$ cat src/rtl/mem_port_arbiter_if.sv
// Client, memory and status signals of the I-cache/D-cache memory port arbiter.
// slave: the arbiter side. master: the clients plus the backing memory.
interface mem_port_arbiter_if;
    logic         ic_req;
    logic [57:0]  ic_line_addr;
    logic         ic_ack;
    logic         dc_req;
    logic [57:0]  dc_line_addr;
    logic         dc_write;
    logic [511:0] dc_wline;
    logic         dc_ack;
    logic [511:0] line_rdata;
    logic         mem_req;
    logic [63:0]  mem_addr;
    logic         mem_we;
    logic         mem_ready;
    logic [63:0]  mem_wdata;
    logic         mem_rvalid;
    logic [63:0]  mem_rdata;
    logic         busy;

    modport slave (
        input  ic_req, ic_line_addr, dc_req, dc_line_addr, dc_write, dc_wline,
               mem_ready, mem_rvalid, mem_rdata,
        output ic_ack, dc_ack, line_rdata, mem_req, mem_addr, mem_we, mem_wdata, busy
    );

    modport master (
        output ic_req, ic_line_addr, dc_req, dc_line_addr, dc_write, dc_wline,
               mem_ready, mem_rvalid, mem_rdata,
        input  ic_ack, dc_ack, line_rdata, mem_req, mem_addr, mem_we, mem_wdata, busy
    );
endinterface

$ cat src/rtl/mem_port_arbiter.sv
// Round-robin arbiter sharing one 64-bit memory port between the I-cache and
// D-cache. Every transaction is an address phase followed by an 8-beat burst of
// a 64-byte line, then a one-cycle ack to the granted client.
module mem_port_arbiter (
    input logic          clk,
    input logic          reset,
    mem_port_arbiter_if.slave bus
);
    typedef enum logic [1:0] {
        S_IDLE = 2'd0,
        S_ADDR = 2'd1,
        S_BEAT = 2'd2,
        S_RESP = 2'd3
    } state_t;

    state_t       r_state;
    state_t       w_state_nxt;
    logic [2:0]   r_cnt;
    logic         r_grant_dc;   // client owning the current transaction
    logic         r_last_dc;    // client served last, resets to IC
    logic [57:0]  r_addr;
    logic         r_we;
    logic [511:0] r_wline;
    logic [511:0] r_rdata;

    logic         w_grant;
    logic         w_pick_dc;
    logic         w_beat;
    logic [8:0]   w_slice;

    // DC wins when it is alone, or on a tie when IC was served last
    assign w_pick_dc = bus.dc_req && (!bus.ic_req || !r_last_dc);
    assign w_slice   = {r_cnt, 6'b0};

    // next-state and per-cycle control decode
    always_comb begin
        w_state_nxt = r_state;
        w_grant     = 1'b0;
        w_beat      = 1'b0;
        case (r_state)
            S_IDLE: begin
                if (bus.ic_req || bus.dc_req) begin
                    w_grant     = 1'b1;
                    w_state_nxt = S_ADDR;
                end
            end
            S_ADDR: begin
                if (bus.mem_ready) w_state_nxt = S_BEAT;
            end
            S_BEAT: begin
                w_beat = r_we ? bus.mem_ready : bus.mem_rvalid;
                if (w_beat && (r_cnt == 3'd7)) w_state_nxt = S_RESP;
            end
            S_RESP: w_state_nxt = S_IDLE;
            default: w_state_nxt = S_IDLE;
        endcase
    end

    // state register
    always_ff @(posedge clk) begin
        if (reset) r_state <= S_IDLE;
        else       r_state <= w_state_nxt;
    end

    // transaction latch, beat counter and fill-line assembly
    always_ff @(posedge clk) begin
        if (reset) begin
            r_cnt      <= 3'd0;
            r_grant_dc <= 1'b0;
            r_last_dc  <= 1'b0;
            r_addr     <= '0;
            r_we       <= 1'b0;
            r_wline    <= '0;
            r_rdata    <= '0;
        end else begin
            if (w_grant) begin
                r_grant_dc <= w_pick_dc;
                r_last_dc  <= w_pick_dc;
                r_addr     <= w_pick_dc ? bus.dc_line_addr : bus.ic_line_addr;
                r_we       <= w_pick_dc & bus.dc_write;
                r_wline    <= w_pick_dc ? bus.dc_wline : '0;
                r_cnt      <= 3'd0;
            end
            if (w_beat) begin
                if (!r_we) r_rdata[w_slice +: 64] <= bus.mem_rdata;
                // stop at 7 so the wrap never shows on mem_wdata during RESP
                if (r_cnt != 3'd7) r_cnt <= r_cnt + 3'd1;
            end
        end
    end

    assign bus.mem_req    = (r_state == S_ADDR);
    assign bus.mem_addr   = {r_addr, 6'b0};
    assign bus.mem_we     = r_we;
    assign bus.mem_wdata  = r_wline[w_slice +: 64];
    assign bus.busy       = (r_state != S_IDLE);
    assign bus.ic_ack     = (r_state == S_RESP) && !r_grant_dc;
    assign bus.dc_ack     = (r_state == S_RESP) &&  r_grant_dc;
    assign bus.line_rdata = r_rdata;
endmodule

$ cat src/flat_wrapper.sv
// flat-port wrapper written by rule: the top's interface ports become plain ports
module mem_port_arbiter_flat 
  (clk, reset, bus_ic_req, bus_ic_line_addr, bus_dc_req, bus_dc_line_addr, bus_dc_write, bus_dc_wline, bus_mem_ready, bus_mem_rvalid, bus_mem_rdata, bus_ic_ack, bus_dc_ack, bus_line_rdata, bus_mem_req, bus_mem_addr, bus_mem_we, bus_mem_wdata, bus_busy);
  mem_port_arbiter_if bus_i ();
  input logic clk;
  input logic reset;
  input wire logic [$bits(bus_i.ic_req)-1:0] bus_ic_req;
  input wire logic [$bits(bus_i.ic_line_addr)-1:0] bus_ic_line_addr;
  input wire logic [$bits(bus_i.dc_req)-1:0] bus_dc_req;
  input wire logic [$bits(bus_i.dc_line_addr)-1:0] bus_dc_line_addr;
  input wire logic [$bits(bus_i.dc_write)-1:0] bus_dc_write;
  input wire logic [$bits(bus_i.dc_wline)-1:0] bus_dc_wline;
  input wire logic [$bits(bus_i.mem_ready)-1:0] bus_mem_ready;
  input wire logic [$bits(bus_i.mem_rvalid)-1:0] bus_mem_rvalid;
  input wire logic [$bits(bus_i.mem_rdata)-1:0] bus_mem_rdata;
  output wire logic [$bits(bus_i.ic_ack)-1:0] bus_ic_ack;
  output wire logic [$bits(bus_i.dc_ack)-1:0] bus_dc_ack;
  output wire logic [$bits(bus_i.line_rdata)-1:0] bus_line_rdata;
  output wire logic [$bits(bus_i.mem_req)-1:0] bus_mem_req;
  output wire logic [$bits(bus_i.mem_addr)-1:0] bus_mem_addr;
  output wire logic [$bits(bus_i.mem_we)-1:0] bus_mem_we;
  output wire logic [$bits(bus_i.mem_wdata)-1:0] bus_mem_wdata;
  output wire logic [$bits(bus_i.busy)-1:0] bus_busy;
  assign bus_i.ic_req = bus_ic_req;
  assign bus_i.ic_line_addr = bus_ic_line_addr;
  assign bus_i.dc_req = bus_dc_req;
  assign bus_i.dc_line_addr = bus_dc_line_addr;
  assign bus_i.dc_write = bus_dc_write;
  assign bus_i.dc_wline = bus_dc_wline;
  assign bus_i.mem_ready = bus_mem_ready;
  assign bus_i.mem_rvalid = bus_mem_rvalid;
  assign bus_i.mem_rdata = bus_mem_rdata;
  assign bus_ic_ack = bus_i.ic_ack;
  assign bus_dc_ack = bus_i.dc_ack;
  assign bus_line_rdata = bus_i.line_rdata;
  assign bus_mem_req = bus_i.mem_req;
  assign bus_mem_addr = bus_i.mem_addr;
  assign bus_mem_we = bus_i.mem_we;
  assign bus_mem_wdata = bus_i.mem_wdata;
  assign bus_busy = bus_i.busy;
  mem_port_arbiter u_core (.clk(clk), .reset(reset), .bus(bus_i));
endmodule
$ cat config.mk
export PLATFORM = sky130hd
export DESIGN_NAME = mem_port_arbiter_flat
export DESIGN_NICKNAME = d
export VERILOG_FILES = /design/src/rtl/mem_port_arbiter_if.sv /design/src/rtl/mem_port_arbiter.sv /design/src/flat_wrapper.sv
export SDC_FILE = /design/constraint.sdc
export NUM_CORES = 2
export LEC_CHECK = 0
export ABC_CLOCK_PERIOD_IN_PS = 2500
export BUFFER_PORTS_ARGS = -buffer_cell sky130_fd_sc_hd__buf_2
export CAP_MARGIN = 10
export CORE_AREA = 2 2 520 522
export CTS_BUF_LIST = sky130_fd_sc_hd__clkbuf_4 sky130_fd_sc_hd__clkbuf_8
export CTS_CLUSTER_DIAMETER = 150
export DETAILED_ROUTE_END_ITERATION = 16
export DIE_AREA = 0 0 522 524
export PLACE_DENSITY_LB_ADDON = 0.1
export SYNTH_ARGS = -nofsm -noshare
export SYNTH_HDL_FRONTEND = slang
export SYNTH_SLANG_ARGS = --single-unit
$ cat constraint.sdc
create_clock -name clk -period 2.5 [get_ports clk]
set_input_delay 0.125 -clock clk [delete_from_list [all_inputs] [get_ports clk]]
set_output_delay 0.125 -clock clk [all_outputs]
set_load 0.005 [all_outputs]
======== After elaboration in Yosys (flattened, before gate mapping) ========
Index checks and enable logic that the tools add are counted.
storage, ports and cells
  register bits ........................... 1089
  input port bits ......................... 699
  output and inout bits ................... 645
  word-level logic and storage cells ...... 48
cells by class
  add/sub/neg operators ................... 2
  eq/ne operators ......................... 8
  shifts and indexed selects .............. 3
  mux-type cells .......................... 14
  bitwise gates (word level) .............. 2
  reductions and logical operators ........ 12
operators by type and width
  kind                       number
  $bwmux 512                 1
  $mux 512                   1
  $shift 64x11->512 const A  1
  $shiftx 512x10->64         1
  $shiftx 64x11->512         1
  $mux 58                    1
  $neg 9->11                 1
  $mux 3                     3
  $pmux 2 s4                 1
  $mux 2                     3
  $eq 2x2->1 const B         2
  $logic_and 1x1->1          4
  $mux 1                     4
  $ne 2x1->1 const B         2
  $add 3x1->3 const B        1
  $eq 3x3->1 const B         1
  $ne 3x3->1 const B         1
  $reduce_and 3->1           1
  $eq 2x1->1 const B         1
  $logic_not 1->1            2
  $logic_not 2->1            1
  $logic_or 1x1->1           2
  $ne 2x2->1 const B         1
  $reduce_and 2->1           1
  3 further kinds            3

======== Depth between registers and ports, before layout ========
  word-level depth ........................ 6
  gate-level depth with buffers ........... 11

======== Worst setup path after synthesis ========
Ideal clock, no wire load.
  path type ............................... flip-flop to flip-flop
  start point ............................. register u_core.r_cnt[0]
  end point ............................... register u_core.r_rdata[196], in the netlist u_core.bus.line_rdata[196]
  data arrival time ....................... 2.532 ns
  setup slack ............................. -0.147 ns
  cell stages (with the launch flop) ...... 12
  period minus slack after synthesis ...... 2.647 ns
  path through ............................ dfxtp_1 > buf_2 > buf_2 > buf_2 > inv_1 > ha_1 > ha_1 > inv_1 > or3_1 > buf_2 > buf_6 > a31o_1
between the ends
  cells in the longest elaborated chain, start to end .. 3
  elaborated cells between the ends (all ways) .. 4
RTL lines
  what                                                     line                    RTL
  from (decl)                                              mem_port_arbiter.sv:18  logic [2:0] r_cnt;
  from (signal assigned)                                   mem_port_arbiter.sv:87  if (r_cnt != 3'd7) r_cnt <= r_cnt + 3'd1;
  $neg 9->11 *                                             mem_port_arbiter.sv:85  if (!r_we) r_rdata[w_slice +: 64] <= bus.mem_rdata;
  $shiftx 64x11->512 or $shift 64x11->512 (tied branches)  mem_port_arbiter.sv:85
  $bwmux 512 *                                             mem_port_arbiter.sv:85
  to (signal, indexed assignment)                          mem_port_arbiter.sv:85
  to (decl)                                                mem_port_arbiter.sv:24  logic [511:0] r_rdata;
Every way passes the cells marked *; elsewhere a longest branch is shown, timed or not.
A chain may end at the register's enable or synchronous reset.

======== Final worst setup path ========
  start point ............................. register u_core.r_cnt[0]
  end point ............................... output port bus_mem_wdata[33]
between the ends
  cells in the longest elaborated chain, start to end .. 1
RTL lines
  what                line                    RTL
  $shiftx 512x10->64  mem_port_arbiter.sv:95  assign bus.mem_wdata = r_wline[w_slice +: 64];
  to (decl)           flat_wrapper.sv:22      output wire logic [$bits(bus_i.mem_wdata)-1:0] bus_mem_wdata;
No other way between the ends.

==> key figures <==
Placed design
  – Worst-case setup slack after placement: between 100 and 150 ps
  – IO Port Bufs: 1337
  – Total half-perimeter wirelength after legalization and detailed placement: roughly 190000 um
  – Weighted congestion at the end of routability-driven global placement: slightly above 0.8

Route
  – Number of nets with antenna violations after routing: 0
  – Iteration count of the initial detailed-routing pass: 5
  – Ratio of routed vias to standard cells: about 4.2
  – Final Routed Wirelength: around 270000 um
  – Number of DRC violations after detailed routing: 0
  – Detailed router's first-iteration violation count: ~2600
  – Total via count in the routed design: about 45000
  – Average wire per cell in the routed design: approximately 26 um

Global route
  – Vias in the first global route: between 40000 and 50000
  – All-Layer GR Usage: a little under a fifth
  – Largest net degree at the start of global routing: around 160
  – Wire length of the first global-routing pass: approximately 370000 um
  – Overflow left after global routing: 0
  – Initial antenna violation count: 100

STA
  – Minimum clock period after layout: 2920 ps
  – Upper clock frequency limit: between 0.3 and 0.4 GHz
  – Slew of the pin with the lowest slew margin: 1150 ps
  – Worst clock skew on the final layout: around 89 ps
  – Worst slew slack as a fraction of its limit: between 20% and 30%
  – Crit share post-route: 117%
  – Final Max Tran Viols: 0
  – Unrepaired setup endpoints after global routing: yes
  – Final hold violation count: 0
  – Smallest setup slack after layout: -424 ps
  – Setup-violating endpoint count in the final report: 64

Clock tree
  – CTS clk-pin slew, worst paths: about 60 ps
  – Num CTS Buffers: between 200 and 250
  – Root Driver: clkbuf_8
  – TritonCTS clock tree: done
  – Clk Latency, worst-skew pair: 1000 ps
  – # clock sinks: 1089
  – Number of H-tree levels: 4
  – Longest Clk Path Bufs: 4

Yosys
  – Number of register bits inferred by synthesis: 1089
  – Netlist area before placement: approximately 0.043 mm2
  – Total number of yosys warnings: 0
  – Asr flop ratio synth: 0%
  – Post-synthesis instance total: 4269
  – Main synth FF type: dfxtp_1
  – Sequential element share of the synthesized area: between 50 and 60%
  – Synthesized area per cell: 10.1 um2
  – Count of flip-flops with a built-in enable after synthesis: 0
  – Number of distinct library cell variants in the gate-level netlist after synthesis: 43

Setup path
  – Worst Path Class, Setup: flop to output port
  – CP Launch Type: flop
  – Maximum fanout along the worst path: 6
  – Element type at the critical path end: output port
  – Required time worst endpoint: 2380 ps
  – Worst endpoint data arrival time: ~2800 ps

Final layout
  – Top library cells by usage in the layout, fill and taps aside: 1310 x buf_2, 1293 x dlygate4sd3_1, 1086 x dfxtp_1, 576 x nand2_1, 517 x nor2_1
  – Share of cells above drive strength 1: 31.0%
  – Fill count: ~29000
  – Area added between synthesis and finish: 71.2%
  – Final net count: ~7500
  – Most frequent standard cell in the layout excluding fill and tap cells: buf_2

Flow run
  – Max-cap viol count: 0

Outcome
  – Result of the run: finished, violations left
  – Violated checks: negative setup slack

Pwr
  – PD cells: between 700 and 800 mW/mm2
  – Overall power: ~0.057 W
  – Leakage power: 32.9 nW
  – Worst vdd ir: roughly 0.7 mV

Floorplanning
  – Horizontal die dimension: approximately 520 um
  – Die area: 0.274 mm2
  – Initial Utilization: approximately 16%
  – Y dimension of the die: 524 um
  – Placement Rows: 190
  – Area of the core: 0.267 mm2
  – I/O pin total: 1344

Hold path
  – Worst min path class: input pin to flop
[path summary, 6_finish.rpt]
check	endpoint	slack (ps)	startpoint	depth (start not counted)
setup / recovery	bus_mem_wdata[33]	-420	u_core.r_cnt[0]	7
hold / removal	u_core.r_wline[310]	110	bus_dc_wline[310]	4
setup reg to reg	u_core.bus.line_rdata[186]	70	u_core.r_cnt[0]	11
hold reg to reg	u_core.bus.line_rdata[462]	450	u_core.bus.line_rdata[462]	2
[logic make-up after synthesis]
family / synth area share, %
multiplexers: 18.5
buffers and inverters: 5.26
flip-flops: 50.4
AO/OA/AOI/OAI: 13.2
AND/OR/NAND/NOR: 12.3
other: 0.00867
adder cells (fa/ha/maj): 0.289
[routing by layer]
metal / share of wire, % / GRT usage (%) / vias to the layer above
met5: 0.14 / 0 / -
met4: 2.9 / 5.55 / 58
li1: - / - / 20683
met1: 42 / 23.0 / 22178
met3: 6.9 / 5.23 / 408
met2: 48 / 31.9 / 1555
[cells in the mapped netlist (2+ instances only)]
master	count	area (um2)
nand2b_1	64	400
nor4_1	64	400
a31o_1	60	526
nor2_1	517	1940
dfxtp_1	1089	21800
nand4_1	6	37.5
nand3_1	3	15.0
or3b_2	2	17.5
buf_1	39	146
mux2i_1	508	5080
nand2_1	644	2420
a21oi_1	60	300
mux4_2	128	2880
inv_1	7	26.3
o21ai_0	57	285
o211ai_1	3	22.5
a32oi_1	513	4490
buf_6	6	67.6
buf_4	54	405
nor2b_1	4	25.0
buf_2	75	375
a31o_2	4	35.0
clkbuf_1	333	1250
ha_1	10	125
[layout make-up]
cell class / instances / area, um2 / share of cell area (%)
clock inverters: 38 / 407 / 0.549
well taps: 3552 / 4440 / 6.00
clock buffers: 367 / 4580 / 6.18
repair buffers: 2839 / 23100 / 31.2
inverters: 8 / 41.3 / 0.0558
diodes: 50 / 125 / 0.169
multi-input cells: 2670 / 19500 / 26.4
flip-flops and latches: 1089 / 21800 / 29.5
[flip-flops by register name, indices dropped and copies added, names as in the netlist]
name	cells
u_core.r_addr	58
u_core.bus.mem_we	1
u_core.r_state	2
u_core.r_cnt	3
u_core.bus.line_rdata	512
u_core.r_wline	512
u_core.r_grant_dc	1
[per-stage QoR]
step / hold WS [ps] / setup TNS (ps) / utilization, % / instance area, um2 / instances
5_1_grt: 36.7 / -33740 / 27.7 / 74000 / 10598
2_1_floorplan: 297 / 0 / - / 43300 / 4274
3_5_place_dp: 392 / 0 / 20.3 / 54300 / 8806
3_3_place_gp: 384 / 0 / 20.3 / 54300 / 8806
6_report: 108 / -22740 / 27.7 / 74000 / 10613
4_1_cts: 1.34 / -36690 / 27.4 / 73400 / 10544
[critical path, cell delays in order, from the launching register on]
cell and delay (ps):
dfxtp_4 370, buf_4 120, buf_12 130, buf_16 160, mux4_2 510, nand2_1 250, nand2_1 100, buf_2 140
[repair_timing]
item                                    in CTS  in global routing
gates cloned                                15                 11
gates resized for setup                    105                 84
endpoints found under the setup margin      65                209
endpoints found under the hold margin     1088                  0
setup buffers                               25                 11
pin swaps                                   14                 12
hold buffers                              1293                  0
[where the power goes]
group          switching [W]  internal, W
logic                0.00880      0.00636
clock network        0.00905       0.0121
registers            0.00108       0.0191
total                 0.0189       0.0376
Note: power is estimated with default switching activity, not from simulation.
